==> config.mk <==
export PLATFORM = sky130hd
export DESIGN_NAME = ofm_sparse_encoder_flat
export DESIGN_NICKNAME = d
export VERILOG_FILES = /design/src/rtl/ofm_sparse_encoder_pkg.sv /design/src/rtl/ofm_sparse_encoder_if.sv /design/src/rtl/ofm_sparse_encoder_requant.sv /design/src/rtl/ofm_sparse_encoder.sv /design/src/flat_wrapper.sv
export SDC_FILE = /design/constraint.sdc
export NUM_CORES = 1
export LEC_CHECK = 0
export CORE_UTILIZATION = 36
export CTS_BUF_LIST = sky130_fd_sc_hd__clkbuf_4 sky130_fd_sc_hd__clkbuf_8
export DETAILED_ROUTE_END_ITERATION = 10
export PLACE_DENSITY = 0.67
export SETUP_SLACK_MARGIN = 0.2
export SYNTH_ARGS = -nofsm -noshare
export SYNTH_HDL_FRONTEND = slang
export SYNTH_HIERARCHICAL = 1
export SYNTH_SLANG_ARGS = --single-unit
==> constraint.sdc <==
create_clock -name i_clk -period 4.85 [get_ports i_clk]
set_clock_uncertainty 0.15 [all_clocks]
set_input_delay 1.455 -clock i_clk [delete_from_list [all_inputs] [get_ports i_clk]]
set_output_delay 1.455 -clock i_clk [all_outputs]
set_load 0.005 [all_outputs]
==> src/rtl/ofm_sparse_encoder_pkg.sv <==
// Shared types and constants for the OFM sparse encoder.
package ofm_sparse_encoder_pkg;

   localparam int OUTPUT_DSP_WIDTH = 48;

   localparam int IFM_DATA_WIDTH = 30;

   typedef enum logic [1:0] {
      IDLE,
      READ,
      DRAIN,
      DONE
   } enc_state_t;

   // One extra bit so a count of OUT_SIZE**2 still fits.
   function automatic int enc_addr_width(input int out_size);
      return $clog2(out_size * out_size) + 1;
   endfunction

endpackage

==> src/rtl/ofm_sparse_encoder_if.sv <==
// Bus bundle between the OFM BRAM, the next-layer IFM/NNVR BRAMs and the sparse encoder.
// The encoder uses the slave modport; the surrounding system uses master.
interface ofm_sparse_encoder_if #(
   parameter int AW        = 5,
   parameter int IN_WIDTH  = 48,
   parameter int OUT_WIDTH = 30
);

   logic                        i_start;
   logic [AW-1:0]               o_ofm_r_addr;
   logic signed [IN_WIDTH-1:0]  i_ofm_data;
   logic                        o_ifm_w_en;
   logic [AW-1:0]               o_ifm_w_addr;
   logic signed [OUT_WIDTH-1:0] o_ifm_w_data;
   logic                        o_nnvr_w_en;
   logic [AW-1:0]               o_nnvr_w_addr;
   logic [AW-1:0]               o_nnvr_w_data;
   logic [AW-1:0]               o_nnz;
   logic                        o_busy;
   logic                        o_done;

   modport slave (
      input  i_start,
      input  i_ofm_data,
      output o_ofm_r_addr,
      output o_ifm_w_en,
      output o_ifm_w_addr,
      output o_ifm_w_data,
      output o_nnvr_w_en,
      output o_nnvr_w_addr,
      output o_nnvr_w_data,
      output o_nnz,
      output o_busy,
      output o_done
   );

   modport master (
      output i_start,
      output i_ofm_data,
      input  o_ofm_r_addr,
      input  o_ifm_w_en,
      input  o_ifm_w_addr,
      input  o_ifm_w_data,
      input  o_nnvr_w_en,
      input  o_nnvr_w_addr,
      input  o_nnvr_w_data,
      input  o_nnz,
      input  o_busy,
      input  o_done
   );

endinterface

==> src/rtl/ofm_sparse_encoder_requant.sv <==
// Combinational requantiser: arithmetic shift, saturation to OUT_WIDTH, optional fused ReLU.
// Build option: SPARSE_RELU_EN clamps negative results to zero so they are dropped.
module ofm_sparse_encoder_requant #(
   parameter int IN_WIDTH  = 48,
   parameter int OUT_WIDTH = 30,
   parameter int SHIFT     = 0
) (
   input  logic signed [IN_WIDTH-1:0]  data,
   output logic signed [OUT_WIDTH-1:0] value,
   output logic                        keep
);

   logic signed [IN_WIDTH-1:0] shifted;
   logic                       fits;

   // The value fits when every bit above the target sign bit copies it.
   always_comb begin
      shifted = data >>> SHIFT;
      fits    = (&shifted[IN_WIDTH-1:OUT_WIDTH-1]) || !(|shifted[IN_WIDTH-1:OUT_WIDTH-1]);
      value   = shifted[OUT_WIDTH-1:0];
      if (!fits) begin
         value = shifted[IN_WIDTH-1] ? {1'b1, {(OUT_WIDTH-1){1'b0}}}
                                     : {1'b0, {(OUT_WIDTH-1){1'b1}}};
      end
`ifdef SPARSE_RELU_EN
      if (value[OUT_WIDTH-1]) begin
         value = '0;
      end
`endif
      keep = (value != '0);
   end

endmodule

==> src/rtl/ofm_sparse_encoder.sv <==
// Re-encodes a finished OFM into sparse form (value list + linear position list) for the next layer.
// Build option: SPARSE_RELU_EN (applied inside the requantiser).
module ofm_sparse_encoder
   import ofm_sparse_encoder_pkg::*;
#(
   parameter int OUT_SIZE  = 4,
   parameter int IN_WIDTH  = OUTPUT_DSP_WIDTH,
   parameter int OUT_WIDTH = IFM_DATA_WIDTH,
   parameter int SHIFT     = 0
) (
   input logic               i_clk,
   input logic               i_rst,
   ofm_sparse_encoder_if.slave bus
);

   localparam int            AW        = enc_addr_width(OUT_SIZE);
   localparam int            N         = OUT_SIZE * OUT_SIZE;
   localparam logic [AW-1:0] LAST_ADDR = AW'(N - 1);

   enc_state_t state, next_state;
   logic       accept;
   logic       read_last;

   logic [AW-1:0] rd_addr;
   logic [AW-1:0] pos_d;
   logic          rd_valid_d;
   logic          rd_last_d;
   logic          slot_last;

   logic                        w_en;
   logic [AW-1:0]               w_addr;
   logic [AW-1:0]               w_pos;
   logic signed [OUT_WIDTH-1:0] w_data;
   logic [AW-1:0]               wr_idx;

   logic          busy;
   logic          done;
   logic [AW-1:0] nnz;

   logic signed [OUT_WIDTH-1:0] req_value;
   logic                        req_keep;

   ofm_sparse_encoder_requant #(
      .IN_WIDTH  (IN_WIDTH),
      .OUT_WIDTH (OUT_WIDTH),
      .SHIFT     (SHIFT)
   ) u_requant (
      .data  (bus.i_ofm_data),
      .value (req_value),
      .keep  (req_keep)
   );

   always_ff @(posedge i_clk) begin
      if (i_rst) begin
         state <= IDLE;
      end else begin
         state <= next_state;
      end
   end

   // Start is accepted only when fully idle, including the o_done cycle.
   always_comb begin
      next_state = state;
      accept     = 1'b0;
      read_last  = 1'b0;
      case (state)
         IDLE: begin
            if (bus.i_start && !busy) begin
               accept     = 1'b1;
               next_state = READ;
            end
         end
         READ: begin
            read_last = (rd_addr == LAST_ADDR);
            if (read_last) begin
               next_state = DRAIN;
            end
         end
         DRAIN: begin
            if (slot_last) begin
               next_state = DONE;
            end
         end
         DONE: next_state = IDLE;
         default: next_state = IDLE;
      endcase
   end

   // Read side: the position of each address rides one cycle behind it, aligned with the BRAM data.
   always_ff @(posedge i_clk) begin
      if (i_rst) begin
         rd_addr    <= '0;
         pos_d      <= '0;
         rd_valid_d <= 1'b0;
         rd_last_d  <= 1'b0;
      end else begin
         rd_valid_d <= (state == READ);
         rd_last_d  <= read_last;
         pos_d      <= rd_addr;
         if (state == READ && !read_last) begin
            rd_addr <= rd_addr + 1'b1;
         end else begin
            rd_addr <= '0;
         end
      end
   end

   always_ff @(posedge i_clk) begin
      if (i_rst) begin
         w_en      <= 1'b0;
         w_addr    <= '0;
         w_pos     <= '0;
         w_data    <= '0;
         wr_idx    <= '0;
         slot_last <= 1'b0;
      end else begin
         slot_last <= rd_valid_d && rd_last_d;
         w_en      <= 1'b0;
         if (accept) begin
            wr_idx <= '0;
         end else if (rd_valid_d && req_keep) begin
            w_en   <= 1'b1;
            w_addr <= wr_idx;
            w_pos  <= pos_d;
            w_data <= req_value;
            wr_idx <= wr_idx + 1'b1;
         end
      end
   end

   // Busy spans the o_done cycle so a start pulse coincident with done is ignored.
   always_ff @(posedge i_clk) begin
      if (i_rst) begin
         busy <= 1'b0;
         done <= 1'b0;
         nnz  <= '0;
      end else begin
         done <= (state == DONE);
         if (accept) begin
            busy <= 1'b1;
            nnz  <= '0;
         end else if (done) begin
            busy <= 1'b0;
         end
         if (state == DONE) begin
            nnz <= wr_idx;
         end
      end
   end

   assign bus.o_ofm_r_addr  = rd_addr;
   assign bus.o_ifm_w_en    = w_en;
   assign bus.o_ifm_w_addr  = w_addr;
   assign bus.o_ifm_w_data  = w_data;
   assign bus.o_nnvr_w_en   = w_en;
   assign bus.o_nnvr_w_addr = w_addr;
   assign bus.o_nnvr_w_data = w_pos;
   assign bus.o_nnz         = nnz;
   assign bus.o_busy        = busy;
   assign bus.o_done        = done;

endmodule

==> src/flat_wrapper.sv <==
// flat-port wrapper written by rule: the top's interface ports become plain ports
module ofm_sparse_encoder_flat import ofm_sparse_encoder_pkg::*;
#(
   parameter int OUT_SIZE  = 4,
   parameter int IN_WIDTH  = OUTPUT_DSP_WIDTH,
   parameter int OUT_WIDTH = IFM_DATA_WIDTH,
   parameter int SHIFT     = 0
)
  (i_clk, i_rst, bus_i_start, bus_i_ofm_data, bus_o_ofm_r_addr, bus_o_ifm_w_en, bus_o_ifm_w_addr, bus_o_ifm_w_data, bus_o_nnvr_w_en, bus_o_nnvr_w_addr, bus_o_nnvr_w_data, bus_o_nnz, bus_o_busy, bus_o_done);
  ofm_sparse_encoder_if #(.AW((5)), .IN_WIDTH(IN_WIDTH), .OUT_WIDTH(OUT_WIDTH)) bus_i ();
  input logic i_clk;
  input logic i_rst;
  input wire logic [$bits(bus_i.i_start)-1:0] bus_i_start;
  input wire logic [$bits(bus_i.i_ofm_data)-1:0] bus_i_ofm_data;
  output wire logic [$bits(bus_i.o_ofm_r_addr)-1:0] bus_o_ofm_r_addr;
  output wire logic [$bits(bus_i.o_ifm_w_en)-1:0] bus_o_ifm_w_en;
  output wire logic [$bits(bus_i.o_ifm_w_addr)-1:0] bus_o_ifm_w_addr;
  output wire logic [$bits(bus_i.o_ifm_w_data)-1:0] bus_o_ifm_w_data;
  output wire logic [$bits(bus_i.o_nnvr_w_en)-1:0] bus_o_nnvr_w_en;
  output wire logic [$bits(bus_i.o_nnvr_w_addr)-1:0] bus_o_nnvr_w_addr;
  output wire logic [$bits(bus_i.o_nnvr_w_data)-1:0] bus_o_nnvr_w_data;
  output wire logic [$bits(bus_i.o_nnz)-1:0] bus_o_nnz;
  output wire logic [$bits(bus_i.o_busy)-1:0] bus_o_busy;
  output wire logic [$bits(bus_i.o_done)-1:0] bus_o_done;
  assign bus_i.i_start = bus_i_start;
  assign bus_i.i_ofm_data = bus_i_ofm_data;
  assign bus_o_ofm_r_addr = bus_i.o_ofm_r_addr;
  assign bus_o_ifm_w_en = bus_i.o_ifm_w_en;
  assign bus_o_ifm_w_addr = bus_i.o_ifm_w_addr;
  assign bus_o_ifm_w_data = bus_i.o_ifm_w_data;
  assign bus_o_nnvr_w_en = bus_i.o_nnvr_w_en;
  assign bus_o_nnvr_w_addr = bus_i.o_nnvr_w_addr;
  assign bus_o_nnvr_w_data = bus_i.o_nnvr_w_data;
  assign bus_o_nnz = bus_i.o_nnz;
  assign bus_o_busy = bus_i.o_busy;
  assign bus_o_done = bus_i.o_done;
  ofm_sparse_encoder #(.OUT_SIZE(OUT_SIZE), .IN_WIDTH(IN_WIDTH), .OUT_WIDTH(OUT_WIDTH), .SHIFT(SHIFT)) u_core (.i_clk(i_clk), .i_rst(i_rst), .bus(bus_i));
endmodule
==> results of run 1 <==
-- cells in the final DEF (no fill, tap or decap), types with 2 or more instances in the layout --
cell type        count
nor2b_1              5
a21oi_1              4
nor4_1              10
nand3_1              5
nor2_1              12
buf_4                4
clkbuf_8            10
nand2b_1            85
nand2_1             10
inv_1                9
a21o_1              29
ha_1                 8
or3_1                2
mux2i_1             42
dfxtp_1             68
nand4_1              7
and3_1               3
xor2_1               3
clkinv_2             3
bufinv_16            2
o32ai_1              5
clkdlybuf4s50_1    108
o21ai_0              2
-- metrics by stage --
| step | cells | setup slack, ns | hold WS [ns] |
|---|---|---|---|
| after CTS | 582 | 1.17 | 0.309 |
| after global placement | 566 | 0.895 | 0.289 |
| after global routing | 582 | 1.04 | 0.327 |
| final | 582 | 1.18 | 0.303 |
| after detailed placement | 566 | 0.800 | 0.302 |
| after floorplan | 354 | 1.80 | 0.288 |
-- critical path, cell delays in order --
cell	delay, ns
clkdlybuf4s50_1	0.50
nor4_1	0.32
nand4_1	0.13
nor4_2	0.34
nand2_1	0.23
nand2_2	0.17
nor2b_4	0.05
buf_4	0.32
mux2i_1	0.20
-- area by class of cell --
cell class | instances | area share, %
multi-input cells | 246 | 38.3
well taps | 129 | 3.44
repair buffers | 113 | 23.8
clock inverters | 5 | 1.60
clock buffers | 11 | 3.09
inverters | 10 | 0.800
flip-flops and latches | 68 | 29.0
-- registers in the layout (all words and copies together), names as in the netlist --
signal and cells:
u_core/bus.o_ifm_w_data 30, u_core/bus.o_ifm_w_addr 5, u_core/bus.o_nnvr_w_data 5, u_core/bus.o_nnz 5
u_core/bus.o_ofm_r_addr 5, u_core/pos_d 5, u_core/wr_idx 5, u_core/state 2
u_core/bus.o_busy 1, u_core/bus.o_done 1, u_core/bus.o_ifm_w_en 1, u_core/rd_last_d 1
u_core/rd_valid_d 1, u_core/slot_last 1
-- report_power, final --
group / total [mW] / leakage, nW / internal, mW / switching [mW]
clock: 0.517 / 0.116 / 0.307 / 0.210
combinational: 0.335 / 1.11 / 0.192 / 0.144
sequential: 0.635 / 0.550 / 0.602 / 0.0330
total: 1.49 / 1.77 / 1.10 / 0.387
-- kinds of logic (layout without fill, tap and decap cells) --
logic type               count (synthesis)  after routing  share of synthesized area [%]
AND/OR/NAND/NOR                        148            148                           26.2
multiplexers                            42             42                           12.3
XOR/XNOR                                 4              4                           1.03
adder cells (fa/ha/maj)                  8              8                           2.93
AO/OA/AOI/OAI                           44             44                           9.55
flip-flops                              68             68                           39.8
buffers and inverters                   40            139                           8.13
-- cells in the mapped netlist (5+ instances only) --
cell type	count	area (sq um)
inv_1	9	33.8
nand2b_1	85	532
clkbuf_1	11	41.3
dfxtp_1	68	1360
nor2_1	12	45.0
nor2b_1	5	31.3
nand3_1	5	25.0
buf_4	6	45.0
mux2i_1	42	420
nand4_1	7	43.8
o32ai_1	5	43.8
nand2_1	10	37.5
nor4_1	10	62.6
a21o_1	29	218
ha_1	8	100
-- path summary, 6_finish.rpt --
check	end	depth (start not counted)
setup / recovery	u_core/bus.o_ifm_w_data[4]	9
hold / removal	u_core/bus.o_nnvr_w_data[4]	2
setup reg to reg	u_core/bus.o_ifm_w_data[4]	6
hold reg to reg	u_core/bus.o_nnvr_w_data[4]	2
-- layer usage --
layer,share of wire (%),global-route usage (%),wire length [microns]
met5,0,0,0
met3,5.0,3.79,400
met1,49,22.1,3850
met4,1.4,6.11,107
met2,45,27.0,3570
==> flow_summary.json, run 1 <==
{
  "outcome": "finished clean",
  "post_synth.cell_area_avg_sq_um": 9.66,
  "slew_headroom_pct": 47.7,
  "ctsHtreeMaxLevel": 3,
  "syn-cell-area_sq_um": 3420,
  "ff_latch_area_sq_um": 1360,
  "start_kind": "input pin",
  "placement.io_buffers": 109,
  "power_density_nw_per_um2": 317,
  "fillerInstances": 852,
  "ctsLongestPathBuffers": 2,
  "worst_endpoint_data_arrival_time_ns": 3.72,
  "p_leak_nw": 1.77,
  "dr.pass1.iters": 4,
  "ant_cells": 0,
  "finalInstanceArea_sq_um": 4690,
  "worst-slew-pin-transition_ns": 0.785,
  "final_slew_viol_count": 0,
  "vdd_ir_drop_max_mv": 0.143,
  "grt.overflow.total": 0,
  "post-route-util_pct": 50.8,
  "detail_route.drc_violations": 0,
  "vias_per_cell": 4.68,
  "cts_made_buffers": 9,
  "clkSlewWorstSetupHoldPaths_ns": 0.07,
  "vias": 2725,
  "critPathMaxFanout": 36,
  "global_route_wire_length_before_repair_mm": 13.1,
  "worst_ep_required_time_ns": 4.90,
  "root_buffer": "clkbuf_8",
  "floorplan.initialDensity_pct": 37.0,
  "worst_hold_check_path_type": "reg2reg",
  "setup-violations-final": 0,
  "seq_area_frac_synth_pct": 39.8,
  "avgRoutedWirePerCell_microns": 13.6,
  "clock_tree_from_tritoncts": "yes",
  "grt_antenna_before_repair": 0,
  "finalCritPeriodShare_pct": 75.7,
  "fp.dieArea_sq_um": 9890,
  "route.final.wire_length_mm": 7.92,
  "worst_r2r_startpoint": "u_core/state[0]",
  "synth_seq_cells": 68,
  "max_cap_violations": 0,
  "startpoint": "bus_i_ofm_data[47]",
  "cts.sinks": 68,
  "post_route_setup_tns_ns": 0,
  "dominant_synthesized_flop_cell": "dfxtp_1",
  "clk-insertion-delay-late_ns": 0.34,
  "core_area_sq_um": 9240,
  "syn-instance-count": 354,
  "worstSetupPathType": "in2reg",
  "max_freq_mhz": 272,
  "ys_types": 40,
  "post_layout_minimum_cycle_time_ns": 3.67,
  "share_of_cells_above_drive_strength_1_pct": 6.18,
  "dp.final_hpwl_mm": 5.54,
  "cts_setup_buffers": 0,
  "floorplan.die.width_microns": 99.4,
  "regToRegSetupSlack_ns": 2.83,
  "placed_cell_area_sq_um": 4470,
  "cp_endpoint_kind": "flip-flop",
  "floorplan.die.height_microns": 99.4,
  "cts.hold.buffers_added": 0,
  "synth-async-reset-ratio_pct": 0,
  "largest_net_degree_at_the_start_of_global_routing": 64,
  "final_antenna_net_count": 0,
  "synthesis.nets": 413,
  "number_of_synthesized_flops_with_an_enable_pin": 0,
  "grt_pass1_vias": 2735,
  "initialDrtViolationCount": 86,
  "ctsResizeCount": 0,
  "hold_path_startpoint": "u_core/pos_d[4]",
  "rsz0062_at_grt": "no",
  "count_of_synthesis_stage_warnings_from_yosys": 6,
  "nNetsFinal": 507,
  "boundaryPins": 110,
  "routability_driven_placement_congestion_ratio": 0.743,
  "core.rowCount": 35,
  "grt.total_usage_pct": 16.8,
  "report.power.total_mw": 1.49,
  "area_used_by_multi_input_combinational_logic_sq_um": 1800,
  "finalHoldViolCount": 0,
  "layout-area-overhead-vs-synth_pct": 37.3
}
(Power assumes the default switching activity.)
==> inputs of run 2 (changes only) <==
PLACE_DENSITY = 0.69   (was 0.67)
clock period = 3.18 ns   (was 4.85 ns; I/O delays follow)
==> flow_summary.json, run 2 (synthesized netlist as in run 1, its figures left out) <==
{
  "routability_driven_placement_congestion_ratio": 0.759,
  "boundaryPins": 110,
  "cts.hold.buffers_added": 0,
  "grt_antenna_before_repair": 0,
  "wirelength_met1_mm": 3.86,
  "placement.io_buffers": 109,
  "core.rowCount": 35,
  "floorplan.initialDensity_pct": 37.0,
  "top_layer_used": "met4",
  "post-route-util_pct": 52.3,
  "nNetsFinal": 514,
  "dp.final_hpwl_mm": 5.70,
  "max_cap_violations": 0,
  "ff_latch_area_sq_um": 1360,
  "floorplan.die.height_microns": 99.4,
  "vias": 2759,
  "setup-violations-final": 0,
  "avgRoutedWirePerCell_microns": 13.7,
  "area_used_by_multi_input_combinational_logic_sq_um": 1810,
  "share_of_cells_above_drive_strength_1_pct": 7.63,
  "p_leak_nw": 1.82,
  "ctsResizeCount": 0,
  "finalCritPeriodShare_pct": 87.9,
  "global_route_wire_length_before_repair_mm": 13.0,
  "clk-insertion-delay-late_ns": 0.35,
  "cp_endpoint_kind": "flip-flop",
  "slowest_delay_ns": 0.42,
  "post_layout_minimum_cycle_time_ns": 2.79,
  "outcome": "finished clean",
  "detail_route.drc_violations": 0,
  "floorplan.die.width_microns": 99.4,
  "clock_tree_from_tritoncts": "yes",
  "ctsHtreeMaxLevel": 3,
  "cts_setup_buffers": 0,
  "worst_ep_required_time_ns": 3.30,
  "critPathMaxFanout": 29,
  "clkSlewWorstSetupHoldPaths_ns": 0.08,
  "cts.sinks": 68,
  "fp.dieArea_sq_um": 9890,
  "dr.pass1.iters": 4,
  "grt.overflow.total": 0,
  "timing.critical_path.cells": "clkdlybuf4s50_1, nor4_1, nand4_1, nor4_4, buf_4, a31o_2, buf_12, a21o_1, nand2b_1, mux2i_1",
  "grt.total_usage_pct": 16.8,
  "worst_hold_check_path_type": "reg2reg",
  "power_density_nw_per_um2": 489,
  "final_common_cell": "clkdlybuf4s50_1",
  "grt_pass1_vias": 2688,
  "worst_endpoint_data_arrival_time_ns": 2.91,
  "fillerInstances": 843,
  "cts_made_buffers": 9,
  "start_kind": "input pin",
  "met3_wirelength_microns": 490,
  "finalHoldViolCount": 0,
  "worstSetupPathType": "in2reg",
  "ant_cells": 0,
  "ctsLongestPathBuffers": 2,
  "max_freq_mhz": 358,
  "root_buffer": "clkbuf_8",
  "slew_headroom_pct": 64.4,
  "final_antenna_net_count": 0,
  "route.final.wire_length_mm": 8.05,
  "initialDrtViolationCount": 90,
  "layout-area-overhead-vs-synth_pct": 41.3,
  "final_slew_viol_count": 0,
  "largest_net_degree_at_the_start_of_global_routing": 36,
  "layout.cells.most_common_list": "clkdlybuf4s50_1, nand2b_1, dfxtp_1, mux2i_1, a21o_1",
  "core_area_sq_um": 9240,
  "largest_register_ff_count": 30,
  "vias_per_cell": 4.69,
  "worst_path_max_delay_cell": "clkdlybuf4s50_1",
  "worst-slew-pin-transition_ns": 0.534,
  "post_route_setup_tns_ns": 0,
  "vdd_ir_drop_max_mv": 0.265,
  "met2WireLength_mm": 3.61,
  "rsz0062_at_grt": "no"
}
run 2: stage by stage:
| stage | power [mW] | std cells | setup WS, ns | hold WS (ns) | instance area (sq um) |
|---|---|---|---|---|---|
| after detailed placement | 1.52 | 573 | 0.0213 | 0.296 | 4580 |
| after floorplan | 1.31 | 354 | 0.635 | 0.288 | 3420 |
| after global routing | 2.48 | 588 | 0.211 | 0.317 | 4830 |
| after CTS | 2.38 | 588 | 0.387 | 0.307 | 4810 |
| after global placement | 1.51 | 573 | 0.0744 | 0.292 | 4580 |
| final | 2.36 | 588 | 0.386 | 0.305 | 4830 |
run 2: path summary, 6_finish.rpt:
| check | start | to | slack [ns] | cells past startpoint |
|---|---|---|---|---|
| max | bus_i_ofm_data[38] | u_core/bus.o_ifm_w_data[16] | 0.39 | 10 |
| min | u_core/pos_d[1] | u_core/bus.o_nnvr_w_data[1] | 0.30 | 2 |
| max reg2reg | u_core/bus.o_ofm_r_addr[0] | u_core/state[0] | 1.18 | 6 |
| min reg2reg | u_core/pos_d[1] | u_core/bus.o_nnvr_w_data[1] | 0.30 | 2 |
run 2: where the power goes:
| part | total [mW] | switching (mW) | internal, mW |
|---|---|---|---|
| Combinational | 0.535 | 0.227 | 0.308 |
| Sequential | 0.967 | 0.0490 | 0.918 |
| Clock | 0.859 | 0.342 | 0.518 |
| Total | 2.36 | 0.617 | 1.74 |
run 2: final cells by class:
type | count | area share, %
Multi-Input combinational cell | 246 | 37.5
Sequential cell | 68 | 28.2
Timing Repair Buffer | 120 | 25.2
Tap cell | 129 | 3.34
Clock buffer | 9 | 2.57
Clock inverter | 6 | 2.36
Inverter | 10 | 0.777
run 2: metal layers:
metal  track usage [%]  vias up
li1                  -     1391
met1              21.7     1283
met2              26.5       76
met3              5.27        9
met4              5.43        0
met5                 0        -
run 2: critical path, delay by kind of cell:
kind                   cells  cell delay (ns)
muxes                      1             0.14
and+or+nand+nor            4             0.77
AOI/OAI and AO/OA          2             0.26
buffers and inverters      3             0.77
==> inputs of run 3 (changes only) <==
==> constraint.sdc (replaced) <==
create_clock -name i_clk -period 3.18 [get_ports i_clk]
set_clock_uncertainty 0.15 [all_clocks]
set_input_delay 0.636 -clock i_clk [delete_from_list [all_inputs] [get_ports i_clk]]
set_output_delay 0.636 -clock i_clk [all_outputs]
set_load 0.005 [all_outputs]
==> flow_summary.json, run 3 (synthesized netlist as in run 1, its figures left out) <==
{
  "outcome": "finished clean",
  "boundaryPins": 110,
  "worst_ep_required_time_ns": 3.30,
  "critPathMaxFanout": 20,
  "largest_net_degree_at_the_start_of_global_routing": 47,
  "share_of_cells_above_drive_strength_1_pct": 6.80,
  "cts.sinks": 68,
  "grt_pass1_vias": 2717,
  "clk-insertion-delay-late_ns": 0.34,
  "cell_count_of_the_worst_hold_path": 2,
  "swShare_pct": 27.9,
  "initialDrtViolationCount": 62,
  "dr.pass1.iters": 4,
  "routability_driven_placement_congestion_ratio": 0.763,
  "power_share_of_the_clock_group_pct": 32.3,
  "hold_path_end": "u_core/bus.o_nnvr_w_data[1]",
  "max_cap_violations": 0,
  "ctsLongestPathBuffers": 2,
  "route.final.wire_length_mm": 7.84,
  "worst_hold_check_path_type": "reg2reg",
  "core_area_sq_um": 9240,
  "finalCritPeriodShare_pct": 82.1,
  "post_layout_minimum_cycle_time_ns": 2.61,
  "root_buffer": "clkbuf_8",
  "pwr-share-seq_pct": 44.1,
  "worst_hold_slack_ns": 0.305,
  "power.internal_mw": 1.58,
  "ant_cells": 0,
  "ctsHtreeMaxLevel": 3,
  "cp_endpoint_kind": "flip-flop",
  "vias": 2702,
  "finalHoldViolCount": 0,
  "r2r-end": "u_core/bus.o_ifm_w_data[21]",
  "nNetsFinal": 510,
  "p_leak_nw": 1.78,
  "layout-area-overhead-vs-synth_pct": 38.0,
  "cts_made_buffers": 9,
  "worst_endpoint_data_arrival_time_ns": 2.73,
  "final_antenna_net_count": 0,
  "worst-slew-pin-transition_ns": 0.664,
  "clock_tree_from_tritoncts": "yes",
  "dp.final_hpwl_mm": 5.63,
  "worstSetupPathType": "in2reg",
  "grt_antenna_before_repair": 0,
  "ff2ff_path_depth": 6,
  "floorplan.initialDensity_pct": 37.0,
  "floorplan.die.width_microns": 99.4,
  "clkSlewWorstSetupHoldPaths_ns": 0.08,
  "final_slew_viol_count": 0,
  "start_kind": "input pin",
  "placement.io_buffers": 109,
  "regToRegSetupSlack_ns": 1.04,
  "worst_r2r_startpoint": "u_core/state[0]",
  "grt.total_usage_pct": 16.6,
  "vdd_ir_drop_max_mv": 0.310,
  "rsz0062_at_grt": "no",
  "fp.dieArea_sq_um": 9890,
  "post_route_setup_tns_ns": 0,
  "ctsResizeCount": 0,
  "global_route_wire_length_before_repair_mm": 13.0,
  "cts.hold.buffers_added": 0,
  "comb_power_share_pct": 23.5,
  "p_switching_mw": 0.611,
  "floorplan.die.height_microns": 99.4,
  "detail_route.drc_violations": 0,
  "layout.cells.most_common_list": "clkdlybuf4s50_1, nand2b_1, dfxtp_1, mux2i_1, a21o_1",
  "avgRoutedWirePerCell_microns": 13.4,
  "slew_headroom_pct": 55.6,
  "power_density_nw_per_um2": 465,
  "cts_setup_buffers": 0,
  "max_freq_mhz": 383,
  "setup-violations-final": 0,
  "largest_register_ff_count": 30,
  "hold_path_startpoint": "u_core/pos_d[1]",
  "core.rowCount": 35,
  "final_common_cell": "clkdlybuf4s50_1",
  "vias_per_cell": 4.62,
  "grt.overflow.total": 0
}
## run 3: cell count changes in the layout (fill, tap and decap cells not counted), sizes merged
| cell | previous run | this run |
|---|---|---|
| clkinvlp | 2 | 1 |
| clkinv | 2 | 4 |
| bufinv | 3 | 1 |
| buf | 12 | 8 |
| inv | 9 | 11 |
## run 3: worst max-delay path by stage
stage | startpoint | endpoint | slack, ns | cells after the start
after floorplan | bus_i_ofm_data[42] | u_core/bus.o_ifm_w_addr[4] | 0.95 | 9
after CTS | bus_i_ofm_data[24] | u_core/bus.o_ifm_w_data[21] | 0.59 | 9
after detailed placement | bus_i_ofm_data[24] | u_core/bus.o_ifm_w_data[21] | 0.22 | 9
after global placement | bus_i_ofm_data[22] | u_core/bus.o_ifm_w_data[3] | 0.31 | 9
final | bus_i_ofm_data[26] | u_core/bus.o_ifm_w_data[21] | 0.57 | 9
after global routing | bus_i_ofm_data[24] | u_core/bus.o_nnvr_w_data[4] | 0.44 | 9
## run 3: metrics by stage
step	worst slack [ns]	util (%)	instances	instance area [sq um]	power, mW
5_1_grt	0.437	51.1	585	4720	2.32
4_1_cts	0.587	51.1	585	4720	2.23
6_report	0.569	51.1	585	4720	2.19
3_5_place_dp	0.218	48.9	569	4520	1.51
3_3_place_gp	0.309	48.9	569	4520	1.50
2_1_floorplan	0.953	-	354	3420	1.31
## run 3: power by group through the flow
stage / Sequential (mW) / Clock [mW] / Combinational, mW
after global routing: 0.978 / 0.780 / 0.564
after detailed placement: 0.988 / 0 / 0.519
after floorplan: 0.983 / 0 / 0.324
after global placement: 0.985 / 0 / 0.513
final: 0.968 / 0.709 / 0.515
after CTS: 0.969 / 0.738 / 0.522
## run 3: layout make-up
cell class | instances | area [sq um]
Sequential cell | 68 | 1360
Fill cell | 873 | 4520
Tap cell | 129 | 161
Inverter | 10 | 37.5
Clock inverter | 7 | 73.8
Timing Repair Buffer | 116 | 1160
Clock buffer | 9 | 124
Multi-Input combinational cell | 246 | 1800
## run 3: per-layer routing
layer,wire length (microns),GRT usage [%],up-vias
met5,0,0,-
met2,3440,26.3,82
met3,449,4.29,7
li1,-,-,1392
met1,3860,21.4,1221
met4,88,6.79,0
## run 3: critical path: stages
cell and delay, ns:
clkdlybuf4s50_1 0.49, nor4_1 0.07, nand4_1 0.12, nor2_1 0.08, nand2_1 0.18, nand2_2 0.12
nor2b_4 0.56, buf_12 0.27, mux2i_1 0.21
